[config.mk]
export PLATFORM = sky130hd
export DESIGN_NAME = cnn_mac_pipe
export DESIGN_NICKNAME = d
export VERILOG_FILES = /design/src/rtl/cnn_mac_pkg.sv /design/src/rtl/cnn_mac_pipe_mul.sv /design/src/rtl/cnn_mac_pipe.sv
export SDC_FILE = /design/constraint.sdc
export NUM_CORES = 1
export LEC_CHECK = 0
export CAP_MARGIN = 20
export CORE_ASPECT_RATIO = 0.5
export CORE_MARGIN = 2
export CORE_UTILIZATION = 57
export DETAILED_ROUTE_END_ITERATION = 7
export PLACE_DENSITY_LB_ADDON = 0.15
export SYNTH_ARGS = -nofsm -noshare
export SYNTH_HDL_FRONTEND = slang
export SYNTH_SLANG_ARGS = --single-unit
[constraint.sdc]
create_clock -name ap_clk -period 5.59 [get_ports ap_clk]
set_clock_uncertainty 0.15 [all_clocks]
set_input_delay 0.559 -clock ap_clk [delete_from_list [all_inputs] [get_ports ap_clk]]
set_output_delay 0.559 -clock ap_clk [all_outputs]
set_load 0.005 [all_outputs]
[src/rtl/cnn_mac_pkg.sv]
// Shared defaults and rounding/saturation helpers for the CNN MAC pipe.
// Latency: n/a (constants and pure functions only).
// Backpressure: n/a.
package cnn_mac_pkg;

  localparam int DEF_DIN0_WIDTH = 14;
  localparam int DEF_DIN1_WIDTH = 9;
  localparam int DEF_ACC_WIDTH  = 24;
  localparam int DEF_DOUT_WIDTH = 16;
  localparam int DEF_NUM_STAGE  = 3;
  localparam int DEF_FRAC_SHIFT = 4;

  // Wide signed carrier; accumulators up to 62 bits sign-extend into it
  // without the rounding add ever overflowing.
  typedef logic signed [63:0] wide_t;

  // Round half up, then arithmetic shift right.
  function automatic wide_t round_shift(input wide_t v, input int shift);
    return (v + (64'sd1 <<< (shift - 1))) >>> shift;
  endfunction

  // Largest value representable in a signed field of the given width.
  function automatic wide_t sat_max(input int width);
    return (64'sd1 <<< (width - 1)) - 64'sd1;
  endfunction

  // Smallest value representable in a signed field of the given width.
  function automatic wide_t sat_min(input int width);
    return -(64'sd1 <<< (width - 1));
  endfunction

endpackage

[src/rtl/cnn_mac_pipe_mul.sv]
// Signed full-precision multiplier, NUM_STAGE registers deep, with tag passthrough.
// Latency: NUM_STAGE ce-enabled edges from operand to product.
// Backpressure: none; ce=0 freezes every stage in place.
module cnn_mac_pipe_mul
  import cnn_mac_pkg::*;
#(
  parameter int A_WIDTH   = DEF_DIN0_WIDTH,
  parameter int B_WIDTH   = DEF_DIN1_WIDTH,
  parameter int NUM_STAGE = DEF_NUM_STAGE
) (
  input  logic                              clk,
  input  logic                              rst_n,
  input  logic                              ce,
  input  logic                              in_vld,
  input  logic                              in_first,
  input  logic                              in_last,
  input  logic signed [A_WIDTH-1:0]         a,
  input  logic signed [B_WIDTH-1:0]         b,
  output logic                              out_vld,
  output logic                              out_first,
  output logic                              out_last,
  output logic signed [A_WIDTH+B_WIDTH-1:0] p
);

  localparam int P_WIDTH = A_WIDTH + B_WIDTH;

  logic [NUM_STAGE-1:0]       vld_q, vld_d;
  logic [NUM_STAGE-1:0]       first_q, first_d;
  logic [NUM_STAGE-1:0]       last_q, last_d;
  logic signed [P_WIDTH-1:0]  prod_q [NUM_STAGE];
  logic signed [P_WIDTH-1:0]  prod_d [NUM_STAGE];

  // Shift products and tags one stage per enabled edge; tags are gated by valid.
  always_comb begin
    vld_d   = vld_q;
    first_d = first_q;
    last_d  = last_q;
    prod_d  = prod_q;
    if (ce) begin
      vld_d[0]   = in_vld;
      first_d[0] = in_vld & in_first;
      last_d[0]  = in_vld & in_last;
      prod_d[0]  = P_WIDTH'(a) * P_WIDTH'(b);
      for (int s = 1; s < NUM_STAGE; s++) begin
        vld_d[s]   = vld_q[s-1];
        first_d[s] = first_q[s-1];
        last_d[s]  = last_q[s-1];
        prod_d[s]  = prod_q[s-1];
      end
    end
  end

  // Tag registers carry the control meaning, so they are the ones reset.
  always_ff @(posedge clk) begin
    if (!rst_n) begin
      vld_q   <= '0;
      first_q <= '0;
      last_q  <= '0;
    end else begin
      vld_q   <= vld_d;
      first_q <= first_d;
      last_q  <= last_d;
    end
  end

  // Product registers stay reset-free so they can fold into the DSP pipeline.
  always_ff @(posedge clk) begin
    prod_q <= prod_d;
  end

  assign out_vld   = vld_q[NUM_STAGE-1];
  assign out_first = first_q[NUM_STAGE-1];
  assign out_last  = last_q[NUM_STAGE-1];
  assign p         = prod_q[NUM_STAGE-1];

endmodule

[src/rtl/cnn_mac_pipe.sv]
// Windowed signed MAC: pipelined multiply, accumulate, round, saturate per window.
// Latency: out_valid NUM_STAGE+1 enabled edges after the last term is accepted.
// Backpressure: none; ce=0 holds the whole pipe including a pending out_valid.
module cnn_mac_pipe
  import cnn_mac_pkg::*;
#(
  parameter int DIN0_WIDTH = DEF_DIN0_WIDTH,
  parameter int DIN1_WIDTH = DEF_DIN1_WIDTH,
  parameter int ACC_WIDTH  = DEF_ACC_WIDTH,
  parameter int DOUT_WIDTH = DEF_DOUT_WIDTH,
  parameter int NUM_STAGE  = DEF_NUM_STAGE,
  parameter int FRAC_SHIFT = DEF_FRAC_SHIFT
) (
  input  logic                         ap_clk,
  input  logic                         ap_rst_n,
  input  logic                         ce,
  input  logic                         in_valid,
  input  logic                         in_first,
  input  logic                         in_last,
  input  logic signed [DIN0_WIDTH-1:0] din0,
  input  logic signed [DIN1_WIDTH-1:0] din1,
  output logic                         out_valid,
  output logic signed [DOUT_WIDTH-1:0] dout,
  output logic                         sat
);

  localparam int PROD_WIDTH = DIN0_WIDTH + DIN1_WIDTH;

  logic                         mul_vld;
  logic                         mul_first;
  logic                         mul_last;
  logic signed [PROD_WIDTH-1:0] mul_p;

  cnn_mac_pipe_mul #(
    .A_WIDTH   (DIN0_WIDTH),
    .B_WIDTH   (DIN1_WIDTH),
    .NUM_STAGE (NUM_STAGE)
  ) u_mul (
    .clk       (ap_clk),
    .rst_n     (ap_rst_n),
    .ce        (ce),
    .in_vld    (in_valid),
    .in_first  (in_first),
    .in_last   (in_last),
    .a         (din0),
    .b         (din1),
    .out_vld   (mul_vld),
    .out_first (mul_first),
    .out_last  (mul_last),
    .p         (mul_p)
  );

  logic signed [ACC_WIDTH-1:0]  acc_q, acc_d;
  logic signed [DOUT_WIDTH-1:0] dout_q, dout_d;
  logic                         sat_q, sat_d;
  logic                         out_valid_q, out_valid_d;
  wide_t                        rnd;

  // Accumulate each product; on the last term round and clip the freshly updated sum.
  always_comb begin
    acc_d       = acc_q;
    dout_d      = dout_q;
    sat_d       = sat_q;
    out_valid_d = out_valid_q;
    rnd         = '0;
    if (ce) begin
      out_valid_d = 1'b0;
      if (mul_vld) begin
        if (mul_first) begin
          acc_d = ACC_WIDTH'(mul_p);
        end else begin
          acc_d = acc_q + ACC_WIDTH'(mul_p);
        end
        if (mul_last) begin
          rnd         = round_shift(wide_t'(acc_d), FRAC_SHIFT);
          out_valid_d = 1'b1;
          if (rnd > sat_max(DOUT_WIDTH)) begin
            dout_d = DOUT_WIDTH'(sat_max(DOUT_WIDTH));
            sat_d  = 1'b1;
          end else if (rnd < sat_min(DOUT_WIDTH)) begin
            dout_d = DOUT_WIDTH'(sat_min(DOUT_WIDTH));
            sat_d  = 1'b1;
          end else begin
            dout_d = DOUT_WIDTH'(rnd);
            sat_d  = 1'b0;
          end
        end
      end
    end
  end

  // Result and accumulator state; reset discards any window in flight.
  always_ff @(posedge ap_clk) begin
    if (!ap_rst_n) begin
      acc_q       <= '0;
      dout_q      <= '0;
      sat_q       <= 1'b0;
      out_valid_q <= 1'b0;
    end else begin
      acc_q       <= acc_d;
      dout_q      <= dout_d;
      sat_q       <= sat_d;
      out_valid_q <= out_valid_d;
    end
  end

  assign out_valid = out_valid_q;
  assign dout      = dout_q;
  assign sat       = sat_q;

endmodule

# --- Word level (Yosys, flattened, before mapping) ---
# Cells that the tools add are included.
classes:
  add_sub_neg: 2
  multipliers: 1
  magnitude_cmp: 2
  mux: 9
  bitwise_logic: 2
  reduce_logical: 2
ops:
  columns: ["cell", "n"]
  rows:
  - ["24-bit 2-to-1 mux", 3]
  - ["16-bit 2-to-1 mux", 2]
  - ["24-bit by 5-bit adder with 25-bit output (second input constant)", 1]
  - ["24-bit by 23-bit adder with 24-bit output", 1]
  - ["14-bit by 9-bit multiplier with 23-bit output", 1]
  - ["21-bit by 16-bit greater-than comparator with 1-bit output (second input constant)", 1]
  - ["21-bit by 16-bit < comparator with 1-bit output (second input constant)", 1]
  - ["1-bit 2-to-1 mux", 4]
  - ["3-bit AND reduction", 1]
  - ["1-bit AND", 2]
  - ["2-bit AND reduction", 1]
totals:
  register_bits: 120
  output_inout_bits: 18
  wordCells: 28

# --- Depth between registers and ports, before layout ---
# Gate-level depths: netlist (run 1).
depth:
  word_depth: 8
  depth_mapped: 24
  ltp_nobuf: 24

# --- Cells and area by module ---
# From an unflattened synthesis (run 1), not the netlist that was laid out.
hier_totals:
  hier_cells: 1053
  area_unflattened_um2: 10551.4
by_module_without_submodules:
  columns: ["mod", "instances", "cells_per_inst", "area_per_inst_um2", "seq_area_each_um2"]
  rows:
  - ["cnn_mac_pipe_mul", 1, 608, 6936.7, 2252.2]
  - ["cnn_mac_pipe", 1, 445, 3614.7, 840.8]

# --- Least setup slack after synthesis (run 1) ---
# Ideal clock, no wire load.
synth_path:
  path_kind: "input-to-reg"
  start: "in din1[7]"
  end: "reg u_mul.prod_q[67] (netlist bit), data pin"
  setup_ns: 0.258
  t_arrival_ns: 5.720
  required_time_ns: 5.182
  setup_slack_ns: -0.538
  cell_stages: 22
  path_cell_list: "clkbuf_1 > nand2_1 > fa_1 > fa_1 > inv_1 > fa_1 > inv_1 > fa_1 > fa_1 > inv_1 > ha_1 > a21oi_1 > o21bai_1 > a21oi_1 > o21bai_1 > a21oi_1 > nor2b_1 > o21a_1 > o41ai_1 > o2111ai_1 > a21oi_1 > xnor2_1"
synth_between:
  elab_chain_cells: 1
synth_lines:
  columns: ["item", "line", "rtl"]
  rows:
  - ["start: declaration", "cnn_mac_pipe.sv:21", "input logic signed [DIN1_WIDTH-1:0] din1,"]
  - ["14-bit by 9-bit multiplier with 23-bit output", "cnn_mac_pipe_mul.sv:43", "prod_d[0] = P_WIDTH'(a) * P_WIDTH'(b);"]
  - ["end signal: assignment", "cnn_mac_pipe_mul.sv:68", "prod_q <= prod_d;"]
  - ["end: declaration", "cnn_mac_pipe_mul.sv:30", "logic signed [P_WIDTH-1:0] prod_q [NUM_STAGE];"]
# Every way passes these cells.
# A chain may end at the register's enable or synchronous reset.

# --- Worst setup path after layout (run 1) ---
layout_path:
  start: "in din0[1]"
  end: "reg u_mul.prod_q[67] (netlist bit), data pin"
layout_between:
  elab_chain_cells: 1
layout_lines:
  columns: ["item", "line", "rtl"]
  rows:
  - ["start: declaration", "cnn_mac_pipe.sv:20", "input logic signed [DIN0_WIDTH-1:0] din0,"]
  - ["14-bit by 9-bit multiplier with 23-bit output", "cnn_mac_pipe_mul.sv:43", null]
# Every way passes these cells.

==> results of run 1 <==
==> worst max-delay path: stages <==
cell and delay, ns:
clkbuf_2 0.12, buf_4 0.16, buf_4 0.14, and2_1 0.18, fa_1 0.47, ha_4 0.24, ha_4 0.26, inv_1 0.05
fa_1 0.53, inv_1 0.05, ha_1 0.19, ha_2 0.21, fa_2 0.38, a21o_1 0.19, a21oi_4 0.13, o21bai_1 0.11
a21oi_2 0.14, o21bai_1 0.09, a21oi_1 0.18, nor2b_1 0.07, o21a_1 0.22, o41ai_4 0.38, o2111ai_2 0.18, a21oi_2 0.16
xnor2_1 0.08
==> metrics by stage <==
step,cells,area [um2]
3_3_place_gp,1397,11920
2_1_floorplan,1080,10910
4_1_cts,1436,12540
5_1_grt,1439,12690
3_5_place_dp,1397,11920
6_report,1439,12690
==> flip-flops by register name (all words and copies together) (netlist names) <==
register,cells
u_mul.first_q,3
u_mul.prod_q,46
acc_q,24
out_valid,1
u_mul.p,23
u_mul.vld_q,3
dout,16
sat,1
u_mul.last_q,3
==> metal layers <==
metal,wire (um),global-route usage [%],up-vias
li1,-,-,3914
met1,11480,34.90,3944
met2,10530,39.82,204
met3,918,3.580,30
met4,317,6.825,0
met5,0,0,-
==> area by class of cell <==
| cell class | count | area share [%] |
|---|---|---|
| flip-flops and latches | 120 | 24.37 |
| repair buffers | 138 | 8.913 |
| multi-input cells | 786 | 56.24 |
| well taps | 240 | 2.366 |
| clock inverters | 15 | 1.114 |
| clock buffers | 17 | 3.352 |
| inverters | 123 | 3.638 |
==> repair_timing <==
action | 4_1_cts | 5_1_grt
resized for setup | 23 | 99
endpoints found under the hold margin | 0 | 0
setup endpoints to repair | 7 | 7
pin swaps | 19 | 22
hold buffers | 0 | 0
setup buffers | 7 | 3
==> power by group <==
part | total, W | internal, W | switching (W) | leakage (nW)
clock network | 0.00104 | 0.000619 | 0.000424 | 0.277
registers | 0.00131 | 0.00125 | 0.0000573 | 1.09
logic | 0.00340 | 0.00176 | 0.00163 | 4.27
total | 0.00575 | 0.00364 | 0.00211 | 5.64
==> logic make-up (layout without fill, tap and decap cells) <==
kind of cell | after synthesis | count (layout)
XOR/XNOR | 42 | 42
flip-flops | 120 | 120
buffers and inverters | 174 | 293
AO/OA/AOI/OAI | 188 | 188
adder cells (fa/ha/maj) | 178 | 178
multiplexers | 13 | 13
AND/OR/NAND/NOR | 365 | 365
==> placed cells by master, fill, tap and decap left out, drive strengths merged, types with 13 or more instances in the layout <==
cell and n:
a21o 13, a21oi 36, and2 62, buf 107, clkbuf 21, clkdlybuf4s50 26, dfxtp 51, edfxtp 69
fa 106, ha 72, inv 129, mux2i 13, nand2 112, nand2b 14, nand3 23, nor2 69
nor2b 14, nor3 19, nor3b 13, o211a 13, o21ai 25, o221a 17, xnor2 31
==> worst max-delay path by stage <==
| stage | cells past startpoint | end | slack, ns |
|---|---|---|---|
| after floorplan | 21 | u_mul.prod_q[67] | -0.007 |
| after global placement | 24 | u_mul.prod_q[67] | -0.67 |
| after detailed placement | 23 | u_mul.prod_q[67] | -0.77 |
| after CTS | 23 | u_mul.prod_q[67] | 0.02 |
| after global routing | 22 | u_mul.prod_q[67] | -0.04 |
| final | 25 | u_mul.prod_q[67] | 0.13 |
==> results.yml, run 1 <==
synthesis:
  synth_common_cells: "inv_1 (123), nand2_1 (111), fa_1 (106)"
  synthArstFlopShare_pct: 0
  synth-compound-area-share_pct: 13.85
  yosysTopAreaCellShare_pct: 19.91
  ys_warn_count: 0
  netlist_instances: 1080
  synthTopCellsByArea: "fa_1 (20%), edfxtp_1 (19%), dfxtp_1 (9.6%), ha_1 (8.5%), inv_1 (4.3%)"
  seq_area_frac_synth_pct: 29.02
  synth-simple-area-share_pct: 17.71
  syn_area_um2: 10660
  synth_top_family_by_area: "adder cells"
  synth-edff-count: 69
  synthXorXnorAreaFrac_pct: 3.452
  synth-adder-area-share_pct: 28.37
  synth_most_common_cell: "inv_1"
  synth_nets: 1287
  synth.distinct_cells: 83
  synth_mux_area_share_pct: 1.221
  ys_ff_latch: 120
  yosysTopAreaCell: "fa_1"
  syn_avg_cell_area_um2: 9.867
  dominantRegCellSynth: "edfxtp_1"
status:
  status: "complete, no violations"
hold_path:
  hold_start: "u_mul.prod_q[35]"
  holdPathStages: 0
  min_path_type: "reg -> reg"
  hold_end: "u_mul.p[12]"
global_routing:
  grt_pass1_vias: 8020
  grtUsageTotal_pct: 24.58
  gr-total-overflow: 0
  grt_max_degree: 85
  grt_pass1_wl_um: 38700
  antenna_found_initial: 0
floorplan:
  die-width_um: 197.4
  die_h_um: 100.7
  ios: 47
  initial_utilization_pct: 58.08
  num_rows: 35
  die-area_um2: 19870
  core_region_area_um2: 18350
flow_run:
  maxCapViolations: 0
timing:
  max_clock_freq_ghz: 0.1831
  fin_tns_setup_ns: 0
  period_needed_ns: 5.461
  worst_pin_slew_ns: 1.033
  drv_slew: 0
  rsz0062_at_grt: "yes"
  setup_slack_ns: 0.1293
  hold_slack_ns: 0.2647
  finalHoldViolations: 0
  setup_violations: 0
  period_share_pct: 97.69
  relSlewSlack_pct: 31.14
worst_setup_path:
  crit_fanout: 5
  critPathKind: "in -> reg"
  critPathLaunch: "din0[1]"
  worstPathRequired_ns: 5.61
  r2r-end: "dout[6]"
  regToRegSetupSlack_ns: 0.59
  worstSetupEndpointType: "register"
  r2r_start: "u_mul.p[0]"
  reg2reg_depth: 14
  critPathLaunchType: "input pin"
  cp.arrival_ns: 5.48
cells_and_area:
  fillCellCount: 1397
  postLayoutCoreUtil_pct: 69.16
  drive_above_1_share_pct: 17.26
  diodes: 0
  nets: 1393
  multiInputGateArea_um2: 7137
  seq_area_um2: 3093
  areaGrowthSynthToFinish_pct: 19.08
routing:
  ant_nets: 0
  wl_per_cell_um: 16.16
  drc: 0
  drt_iter0_drc: 465
  route.vias.total: 8092
  dr.pass1.iters: 5
  routed_wl_um: 23250
  vias_per_cell: 5.623
power:
  total_power_w: 0.005751
  p_per_area_nw_per_um2: 453.2
  vdd_ir_drop_max_uv: 274.4
  p_leak_nw: 5.637
placement:
  gp_congestion: 0.9143
  io_buffer_count: 46
  dp_slack_ns: -0.7683
  place_hpwl_um: 17630
cts:
  htree_levels: 4
  cts_buffer_depth: 2
  clock-sinks: 120
  clk_latency_ns: 0.42
  cts_tree: "done"
  cts-root-buf: "clkbuf_16"
  cts_made_buffers: 17
  clk_pin_slew_worst_paths_ns: 0.06
Power figures use the tool's default switching activity.
==> inputs of run 2 (changes only) <==
--- a/config.mk
+++ b/config.mk
@@ -11,6 +11,7 @@
 export CORE_UTILIZATION = 57
 export DETAILED_ROUTE_END_ITERATION = 7
 export PLACE_DENSITY_LB_ADDON = 0.15
+export SETUP_SLACK_MARGIN = 0.2
 export SYNTH_ARGS = -nofsm -noshare
 export SYNTH_HDL_FRONTEND = slang
 export SYNTH_SLANG_ARGS = --single-unit
==> results.yml, run 2 (synthesis results as in run 1) <==
cts:
  clk_pin_slew_worst_paths_ns: 0.06
  cts_tree: "done"
  cts-root-buf: "clkbuf_16"
  clk_latency_ns: 0.41
  cts_made_buffers: 17
  hold_buffers: 0
  htree_levels: 4
  cts_buffer_depth: 2
  clock-sinks: 120
cells_and_area:
  layout_common_cells: "inv_1 (118), nand2_1 (103), fa_1 (101), buf_4 (101), edfxtp_1 (69)"
  largest_register: "u_mul.prod_q"
  drive_above_1_share_pct: 17.05
  fillCellCount: 1410
  areaGrowthSynthToFinish_pct: 18.69
  final_common_cell: "inv_1"
  nets: 1396
  fin_cells: 1442
  largest_register_ffs: 46
  postLayoutCoreUtil_pct: 68.93
  diodes: 0
power:
  intPower_w: 0.003637
  p_seq_share_pct: 23.1
  p_per_area_nw_per_um2: 449.2
  p_sw_share_pct: 36.00
  power_frac_clock_pct: 18.2
  combPwrFrac_pct: 58.8
  p_leak_nw: 5.638
  vdd_ir_drop_max_uv: 288.2
  p_sw_w: 0.002045
timing:
  relSlewSlack_pct: 51.65
  drv_slew: 0
  period_share_pct: 95.42
  max_clock_freq_ghz: 0.1875
  setup_slack_ns: 0.2558
  finalHoldViolations: 0
  setup_violations: 0
  period_needed_ns: 5.334
  rsz0062_at_grt: "yes"
  worst_pin_slew_ns: 0.7252
  hold_slack_ns: 0.2608
  fin_tns_setup_ns: 0
floorplan:
  ios: 47
  num_rows: 35
  initial_utilization_pct: 58.08
  core_region_area_um2: 18350
  die-area_um2: 19870
  die_h_um: 100.7
  die-width_um: 197.4
placement:
  place_hpwl_um: 17440
  gp_congestion: 0.8911
  io_buffer_count: 46
  dp_slack_ns: -0.7997
  dpl.cell_count: 1403
routing:
  route.vias.total: 7985
  vias_per_cell: 5.537
  drt_iter0_drc: 437
  drc: 0
  ant_nets: 0
  dr.pass1.iters: 5
  wl_per_cell_um: 15.71
  routed_wl_um: 22650
global_routing:
  grt_pass1_wl_um: 36980
  grtUsageTotal_pct: 23.42
  grt_pass1_vias: 7646
  grt_max_degree: 57
  antenna_found_initial: 0
  gr-total-overflow: 0
worst_setup_path:
  cp.arrival_ns: 5.34
  crit_fanout: 7
  critPathKind: "in -> reg"
  worstSetupEndpointType: "register"
  worstPathRequired_ns: 5.60
  critPathLaunchType: "input pin"
status:
  status: "complete, no violations"
flow_run:
  maxCapViolations: 0
hold_path:
  min_path_type: "reg -> reg"
==> run 2: final cells by class <==
cell class,count,area (um2),area share (%)
clock inverter,13,123.9,0.9793
tap,240,300.3,2.374
timing repair buffer,141,1134,8.962
clock buffer,19,442.9,3.502
multi-input combinational,786,7093,56.08
sequential,120,3093,24.45
inverter,123,461.7,3.650
==> run 2: power by group through the flow <==
stage                     combinational [W]  clock, W  sequential (W)
after CTS                           0.00323   0.00105         0.00131
final                               0.00334   0.00103         0.00131
after floorplan                     0.00211         0         0.00130
after detailed placement            0.00311         0         0.00133
after global placement              0.00303         0         0.00132
after global routing                0.00376   0.00109         0.00133
==> run 2: metrics by stage <==
step / power [W] / cell area (um2)
2_1_floorplan: 0.003415 / 10930
3_3_place_gp: 0.004349 / 11980
3_5_place_dp: 0.004435 / 11980
4_1_cts: 0.005596 / 12550
5_1_grt: 0.006171 / 12650
6_report: 0.005682 / 12650
==> run 2: path summary, 6_finish.rpt <==
path / startpoint / cells after the start / end / slack (ns)
setup / recovery: din1[2] / 24 / u_mul.prod_q[67] / 0.26
setup reg to reg: u_mul.p[0] / 14 / dout[0] / 0.69
hold reg to reg: u_mul.prod_q[30] / 0 / u_mul.p[7] / 0.26
hold / removal: u_mul.prod_q[30] / 0 / u_mul.p[7] / 0.26
==> run 2: critical path, cell delays in order <==
cell,delay (ns)
buf_4,0.14
nand2_1,0.08
fa_1,0.47
fa_1,0.52
inv_1,0.05
ha_1,0.28
inv_2,0.04
fa_1,0.51
inv_2,0.05
ha_4,0.24
ha_4,0.16
fa_2,0.38
a21o_1,0.19
a21oi_2,0.15
o21bai_1,0.11
a21oi_2,0.15
o21bai_1,0.10
a21oi_2,0.14
nor2b_1,0.06
o21a_1,0.22
o41ai_4,0.36
o2111ai_2,0.13
a21oi_1,0.16
xnor2_1,0.08
==> run 2: timing repair <==
action | CTS | global route
gates resized for setup | 83 | 31
buffers inserted | 3 | 4
cloned | 0 | 0
endpoints found under the setup margin | 8 | 6
pin swaps | 28 | 28
hold endpoints to repair | 0 | 0
==> run 2: routing by layer <==
metal / vias to the layer above / track usage [%] / share of wire (%)
met4: 0 / 4.974 / 0.55
met5: - / 0 / 0
met2: 172 / 38.52 / 46
met1: 3876 / 33.21 / 49
li1: 3922 / - / -
met3: 15 / 3.680 / 5.0
